## src/rtl/doodle_jump_ctrl.sv

```systemverilog
// Doodle jump controller: owns the doodle position, runs the I/UP/DOWN/DONE jump cycle on Tick,
// resolves landings against a runtime platform table and requests world scrolling.
module doodle_jump_ctrl #(
    parameter int NUM_PLAT      = 12,
    parameter int COORD_W       = 10,
    parameter int JUMP_HEIGHT   = 120,
    parameter int DOODLE_RADIUS = 13,
    parameter int PLAT_W        = 64,
    parameter int LAND_TOL      = 10,
    parameter int X_MIN         = 144,
    parameter int X_MAX         = 774,
    parameter int Y_BOTTOM      = 515,
    parameter int SCROLL_LINE   = 275,
    parameter int X_INIT        = 459,
    parameter int Y_INIT        = 480,
    parameter int SCORE_W       = 16,
    localparam int HIT_W        = (NUM_PLAT > 1) ? $clog2(NUM_PLAT) : 1
) (
    input  logic                         Clk,
    input  logic                         Reset_n,
    input  logic                         Start,
    input  logic                         Ack,
    input  logic                         Tick,
    input  logic                         Left,
    input  logic                         Right,
    input  logic [NUM_PLAT*COORD_W-1:0]  plat_x,
    input  logic [NUM_PLAT*COORD_W-1:0]  plat_y,
    input  logic [NUM_PLAT-1:0]          plat_valid,
    output logic                         q_I,
    output logic                         q_Up,
    output logic                         q_Down,
    output logic                         q_Done,
    output logic [COORD_W-1:0]           doodle_x,
    output logic [COORD_W-1:0]           doodle_y,
    output logic [COORD_W-1:0]           up_count,
    output logic                         scroll_pulse,
    output logic [SCORE_W-1:0]           scroll_total,
    output logic                         hit_pulse,
    output logic [HIT_W-1:0]             hit_index
);

    localparam int CW1 = COORD_W + 1;

    localparam logic [COORD_W-1:0] ONE_C    = COORD_W'(1);
    localparam logic [COORD_W-1:0] XMIN_C   = COORD_W'(X_MIN);
    localparam logic [COORD_W-1:0] XMAX_C   = COORD_W'(X_MAX);
    localparam logic [COORD_W-1:0] XINIT_C  = COORD_W'(X_INIT);
    localparam logic [COORD_W-1:0] YINIT_C  = COORD_W'(Y_INIT);
    localparam logic [COORD_W-1:0] JH_C     = COORD_W'(JUMP_HEIGHT);
    localparam logic [COORD_W-1:0] SLINE_C  = COORD_W'(SCROLL_LINE);
    localparam logic [CW1-1:0]     RAD_E    = CW1'(DOODLE_RADIUS);
    localparam logic [CW1-1:0]     PW_E     = CW1'(PLAT_W);
    localparam logic [CW1-1:0]     TOL_E    = CW1'(LAND_TOL);
    localparam logic [CW1-1:0]     BOT_E    = CW1'(Y_BOTTOM);
    localparam logic [SCORE_W-1:0] SONE_C   = SCORE_W'(1);

    typedef enum logic [3:0] {
        S_I    = 4'b0001,
        S_UP   = 4'b0010,
        S_DOWN = 4'b0100,
        S_DONE = 4'b1000
    } state_t;

    state_t               state_reg;
    logic [COORD_W-1:0]   doodle_x_reg, doodle_y_reg, up_count_reg;
    logic [SCORE_W-1:0]   scroll_total_reg;
    logic                 scroll_pulse_reg, hit_pulse_reg;
    logic [HIT_W-1:0]     hit_index_reg;

    logic [COORD_W-1:0]   x_next;
    logic [NUM_PLAT-1:0]  hit_vec;
    logic [HIT_W-1:0]     hit_index_next;
    logic                 any_hit;
    logic [CW1-1:0]       dx_e, dy_e;

    // One extra bit of headroom lets every landing bound be formed by addition only.
    assign dx_e = {1'b0, doodle_x_reg};
    assign dy_e = {1'b0, doodle_y_reg};

    genvar gi;
    generate
        for (gi = 0; gi < NUM_PLAT; gi++) begin : g_hit
            logic [CW1-1:0] px_e, py_e;
            assign px_e = {1'b0, plat_x[gi*COORD_W +: COORD_W]};
            assign py_e = {1'b0, plat_y[gi*COORD_W +: COORD_W]};
            assign hit_vec[gi] = plat_valid[gi]
                              && (dx_e + RAD_E >= px_e)
                              && (dx_e <= px_e + PW_E + RAD_E)
                              && (dy_e + RAD_E >= py_e)
                              && (dy_e + RAD_E <= py_e + TOL_E);
        end
    endgenerate

    // Lowest-numbered platform wins when several overlap the landing window.
    always_comb begin
        hit_index_next = '0;
        for (int i = NUM_PLAT - 1; i >= 0; i--) begin
            if (hit_vec[i]) hit_index_next = HIT_W'(i);
        end
    end

    assign any_hit = |hit_vec;

    always_comb begin
        x_next = doodle_x_reg;
        if (Left && !Right)
            x_next = (doodle_x_reg == XMIN_C) ? XMAX_C : doodle_x_reg - ONE_C;
        else if (Right && !Left)
            x_next = (doodle_x_reg == XMAX_C) ? XMIN_C : doodle_x_reg + ONE_C;
    end

    always_ff @(posedge Clk or negedge Reset_n) begin
        if (!Reset_n) begin
            state_reg        <= S_I;
            doodle_x_reg     <= XINIT_C;
            doodle_y_reg     <= YINIT_C;
            up_count_reg     <= '0;
            scroll_total_reg <= '0;
            scroll_pulse_reg <= 1'b0;
            hit_pulse_reg    <= 1'b0;
            hit_index_reg    <= '0;
        end else begin
            scroll_pulse_reg <= 1'b0;
            hit_pulse_reg    <= 1'b0;
            case (state_reg)
                S_I: begin
                    if (Start) begin
                        state_reg        <= S_UP;
                        doodle_x_reg     <= XINIT_C;
                        doodle_y_reg     <= YINIT_C;
                        up_count_reg     <= '0;
                        scroll_total_reg <= '0;
                    end
                end
                S_UP: begin
                    if (Tick) begin
                        doodle_x_reg <= x_next;
                        if (up_count_reg >= JH_C) begin
                            state_reg <= S_DOWN;
                        end else begin
                            up_count_reg <= up_count_reg + ONE_C;
                            // At the scroll line the world moves instead of the doodle.
                            if (doodle_y_reg > SLINE_C) begin
                                doodle_y_reg <= doodle_y_reg - ONE_C;
                            end else begin
                                scroll_pulse_reg <= 1'b1;
                                if (scroll_total_reg != '1)
                                    scroll_total_reg <= scroll_total_reg + SONE_C;
                            end
                        end
                    end
                end
                S_DOWN: begin
                    if (Tick) begin
                        doodle_x_reg <= x_next;
                        if (dy_e + RAD_E >= BOT_E) begin
                            state_reg <= S_DONE;
                        end else if (any_hit) begin
                            state_reg     <= S_UP;
                            up_count_reg  <= '0;
                            hit_pulse_reg <= 1'b1;
                            hit_index_reg <= hit_index_next;
                        end else begin
                            doodle_y_reg <= doodle_y_reg + ONE_C;
                        end
                    end
                end
                S_DONE: begin
                    if (Ack) state_reg <= S_I;
                end
                default: state_reg <= S_I;
            endcase
        end
    end

    assign q_I          = state_reg[0];
    assign q_Up         = state_reg[1];
    assign q_Down       = state_reg[2];
    assign q_Done       = state_reg[3];
    assign doodle_x     = doodle_x_reg;
    assign doodle_y     = doodle_y_reg;
    assign up_count     = up_count_reg;
    assign scroll_pulse = scroll_pulse_reg;
    assign scroll_total = scroll_total_reg;
    assign hit_pulse    = hit_pulse_reg;
    assign hit_index    = hit_index_reg;

endmodule

```

## config.mk

```make
export PLATFORM = sky130hd
export DESIGN_NAME = doodle_jump_ctrl
export DESIGN_NICKNAME = d
export VERILOG_FILES = /design/src/rtl/doodle_jump_ctrl.sv
export SDC_FILE = /design/constraint.sdc
export NUM_CORES = 1
export LEC_CHECK = 0
export BUFFER_PORTS_ARGS = -buffer_cell sky130_fd_sc_hd__buf_2
export CORE_UTILIZATION = 54
export DETAILED_ROUTE_END_ITERATION = 6
export PLACE_DENSITY = 0.8
export SYNTH_ARGS = -nofsm -noshare
export SYNTH_HDL_FRONTEND = slang
export SYNTH_SLANG_ARGS = --single-unit
```

## constraint.sdc

```tcl
create_clock -name Clk -period 5.1 [get_ports Clk]
set_input_delay 1.53 -clock Clk [delete_from_list [all_inputs] [get_ports Clk]]
set_output_delay 1.53 -clock Clk [all_outputs]
set_load 0.02 [all_outputs]
```

==> impl_metrics.ini <==
[status]
status = completed

[yosys]
synth-warning-count = 0
synth_fp_nets = 3131
synth.most_common_cell = ha_1
synthesis.area_um2 = 18200
ys_ff_latch = 56
synth-edff-count = 0
synthesis.area_per_instance_um2 = 7.74
netlist_top_cells_area = ha_1 (36%), xnor2_1 (8.4%), dfrtp_1 (6.2%)
synthDominantAreaCellType = ha_1
postSynth.asyncResetShare_pct = 100
synthFlopType = dfrtp_1
leading_cell_types_by_count_after_synthesis = ha_1 (521), inv_1 (282), a21oi_1 (192), xnor2_1 (174), nand2_1 (163)
yosysTopAreaCellShare_pct = 35.8
number_of_standard_cells_after_synthesis = 2350
ys_seq_area_share_pct = 7.78
ys_types = 78

[floorplan]
chipWidth_um = 186
placement_rows = 66
ios = 315
die_area_um2 = 34400
core_area_um2 = 32900
die_y_um = 186
initial_utilization_pct = 55.3

[global_routing]
grt.total_usage_pct = 33.8
antenna_found_initial = 20
grt_overflow = 0
grt_first_pass_wirelength_um = 93300
grt_max_degree = 30
via_count_of_the_first_global_routing_pass = 19100

[critical_path]
cp_cell_sequence = buf_2 > ha_1 > nor3_1 > or3_1 > nand2_1 > nand2_1 > xnor2_1 > ha_1 > nand2_1 > a21oi_1 > o41ai_1 > a221oi_1 > a221oi_1 > nor3b_2 > nor3b_2 > a31oi_2 > or4_1 > a22o_1
crit_type = primary input to register
worst-endpoint-arrival_ns = 5.09
critPathMostFrequentCell = nand2_1
slowest_delay_ns = 0.55
worstSetupEndpointType = register
slowest_stage = or4_1
critical_path_peak_fanout = 4
setup.worst_path.start_class = primary input
path_buf_inv = 1
critPathTopFamily = simple AND/OR/NAND/NOR gates
timing.critical_path.required_ns = 5.29

[clocking]
clock_latency_ns = 0.30
cts_tree = built
post_cts_hold_buffer_count = 0
clk_transition_reported_paths_ns = 0.08
clock_tree.buffer_depth = 2
tritoncts.num_buffers = 5
root_buffer = clkbuf_16
cts_setup_buffers = 0
clkSinkCount = 56
cts-htree-levels = 2

[routing]
route.final.wire_length_um = 60100
vias = 19700
ant_nets = 0
detailedRoute.firstPassIterationCount = 6
remaining_drc_errors = 0
detail_route.iter0.violations = 1227
drt-vias-per-instance = 6.07
detailed_route_wire_length_per_cell_um = 18.5

[pwr]
cellLeakagePower_nw = 11.2
ir_worst_vdd_mv = 0.260
power_per_cell_area_nw_per_um2 = 404

[cells_and_area]
area_delta_synth_final_pct = 19.1
layout.cell_area.non_filler_um2 = 21700
layout-drive-gt1-share_pct = 18.0
largest_reg_flops = 16
finalNetCount = 3561
final_core_utilization_pct = 65.9
fillerInstances = 2898

[placed_design]
dp_hpwl_um = 48800
instance_area_at_placement_um2 = 21300
worst_setup_timing_slack_at_the_placement_stage_ns = -0.220
gp_congestion = 1.00
io_buffers = 314

[sta]
finClkSkew_ns = 0.00897
timing.slew.headroom_pct = 27.8
fin_setup_tns_ns = 0
achievable-frequency_ghz = 0.204
setup_slack_ns = 0.199
final.period_utilization_pct = 96.1
timing_hold_violations_final = 0
timing.final.max_slew_violations = 0
finalCriticalPeriod_ns = 4.90
setup_viol = 0
max_slew.worst_pin.slew_ns = 1.07
hold_ws_ns = 0.545

[flow_run]
maxCapViolCount = 0

[worst_hold_path]
min_path_type = register to register
-- placed cells by master, fill, tap and decap left out, drive strengths merged, types with 7 or more instances in the layout --
cell type / n
o2111ai: 13
o21ai: 120
mux2: 8
nor3: 54
nor2b: 21
xnor2: 174
nand2b: 37
dfstp: 11
o311ai: 7
a31oi: 27
nand4: 74
a41oi: 11
a2111oi: 8
and3: 14
o32ai: 7
nand3: 67
o21a: 16
nand2: 163
nor2: 126
buf: 440
dfrtp: 45
o31ai: 9
and2: 7
or3: 22
a21oi: 192
nor4: 18
a211o: 10
a21o: 67
xor2: 44
inv: 284
o21bai: 7
a211oi: 36
ha: 521
diode: 19
o211ai: 21
-- cell type report --
type / instances / area (um^2) / share of cell area (%)
antenna: 19 / 47.5 / 0.219
clock buffer: 6 / 129 / 0.595
clock inverter: 2 / 38.8 / 0.179
inverter: 283 / 1060 / 4.90
multi-input combinational: 1994 / 15900 / 73.3
sequential: 56 / 1420 / 6.53
tap: 442 / 553 / 2.55
timing repair buffer: 440 / 2530 / 11.7
-- metrics by stage --
| stage | std cells | total power [mW] |
|---|---|---|
| detailed placement | 3215 | 8.08 |
| floorplan | 2350 | 5.56 |
| global route | 3235 | 9.62 |
| CTS | 3223 | 8.54 |
| global placement | 3215 | 7.72 |
| finish | 3242 | 8.75 |
-- worst reg2reg max path, cell delays in order, from the launching register on --
cell,delay (ns)
dfrtp_1,0.39
ha_1,0.23
or3_1,0.46
and2_1,0.25
xor2_4,0.54
buf_4,0.32
ha_1,0.27
a211oi_1,0.30
nand2_1,0.08
a31oi_1,0.14
o21ai_0,0.18
and4_1,0.29
nor4_4,0.35
a31oi_2,0.18
or4_1,0.55
a22o_1,0.24
-- cell families (layout without fill, tap and decap cells) --
logic type               Yosys count  after routing  synth area share (%)
AO/OA/AOI/OAI                    599            599                  21.0
buffers and inverters            300            731                  6.20
multiplexers                      13             13                 0.770
flip-flops                        56             56                  7.78
XOR/XNOR                         218            218                  10.5
adder cells (fa/ha/maj)          522            522                  35.9
AND/OR/NAND/NOR                  642            642                  17.8
other                              0             19                     0
-- repair_timing --
action                                  CTS  global route
resized for setup                         1            24
pin swaps                                 0             4
endpoints found under the hold margin     0             0
endpoints found under the setup margin   10            22
-- per-layer routing --
metal / global-route usage (%) / share of wire, % / up-vias
li1: - / - / 9475
met1: 41.2 / 41 / 9154
met2: 58.9 / 46 / 875
met3: 5.20 / 8.9 / 175
met4: 14.1 / 3.9 / 4
met5: 0 / 0.053 / -
-- path summary, 6_finish.rpt --
check	start	endpoint	slack (ns)	cells after the start
worst max-delay path	plat_x[80]	doodle_y[9]	0.20	18
worst min register to register	hit_index[3]	hit_index[3]	0.55	2
max in group asynchronous	Reset_n	doodle_x[1]	2.99	2
worst min-delay path	hit_index[3]	hit_index[3]	0.55	2
min in group asynchronous	Reset_n	up_count[6]	1.24	1
worst max register to register	doodle_y[0]	doodle_y[9]	0.21	15
-- power breakdown --
part	leakage [nW]	total [mW]	internal [mW]	switching (mW)
Combinational	10.4	7.67	3.18	4.49
Clock	0.0816	0.404	0.234	0.169
Sequential	0.736	0.673	0.553	0.120
No activity file was read; power rests on OpenSTA's default activity.
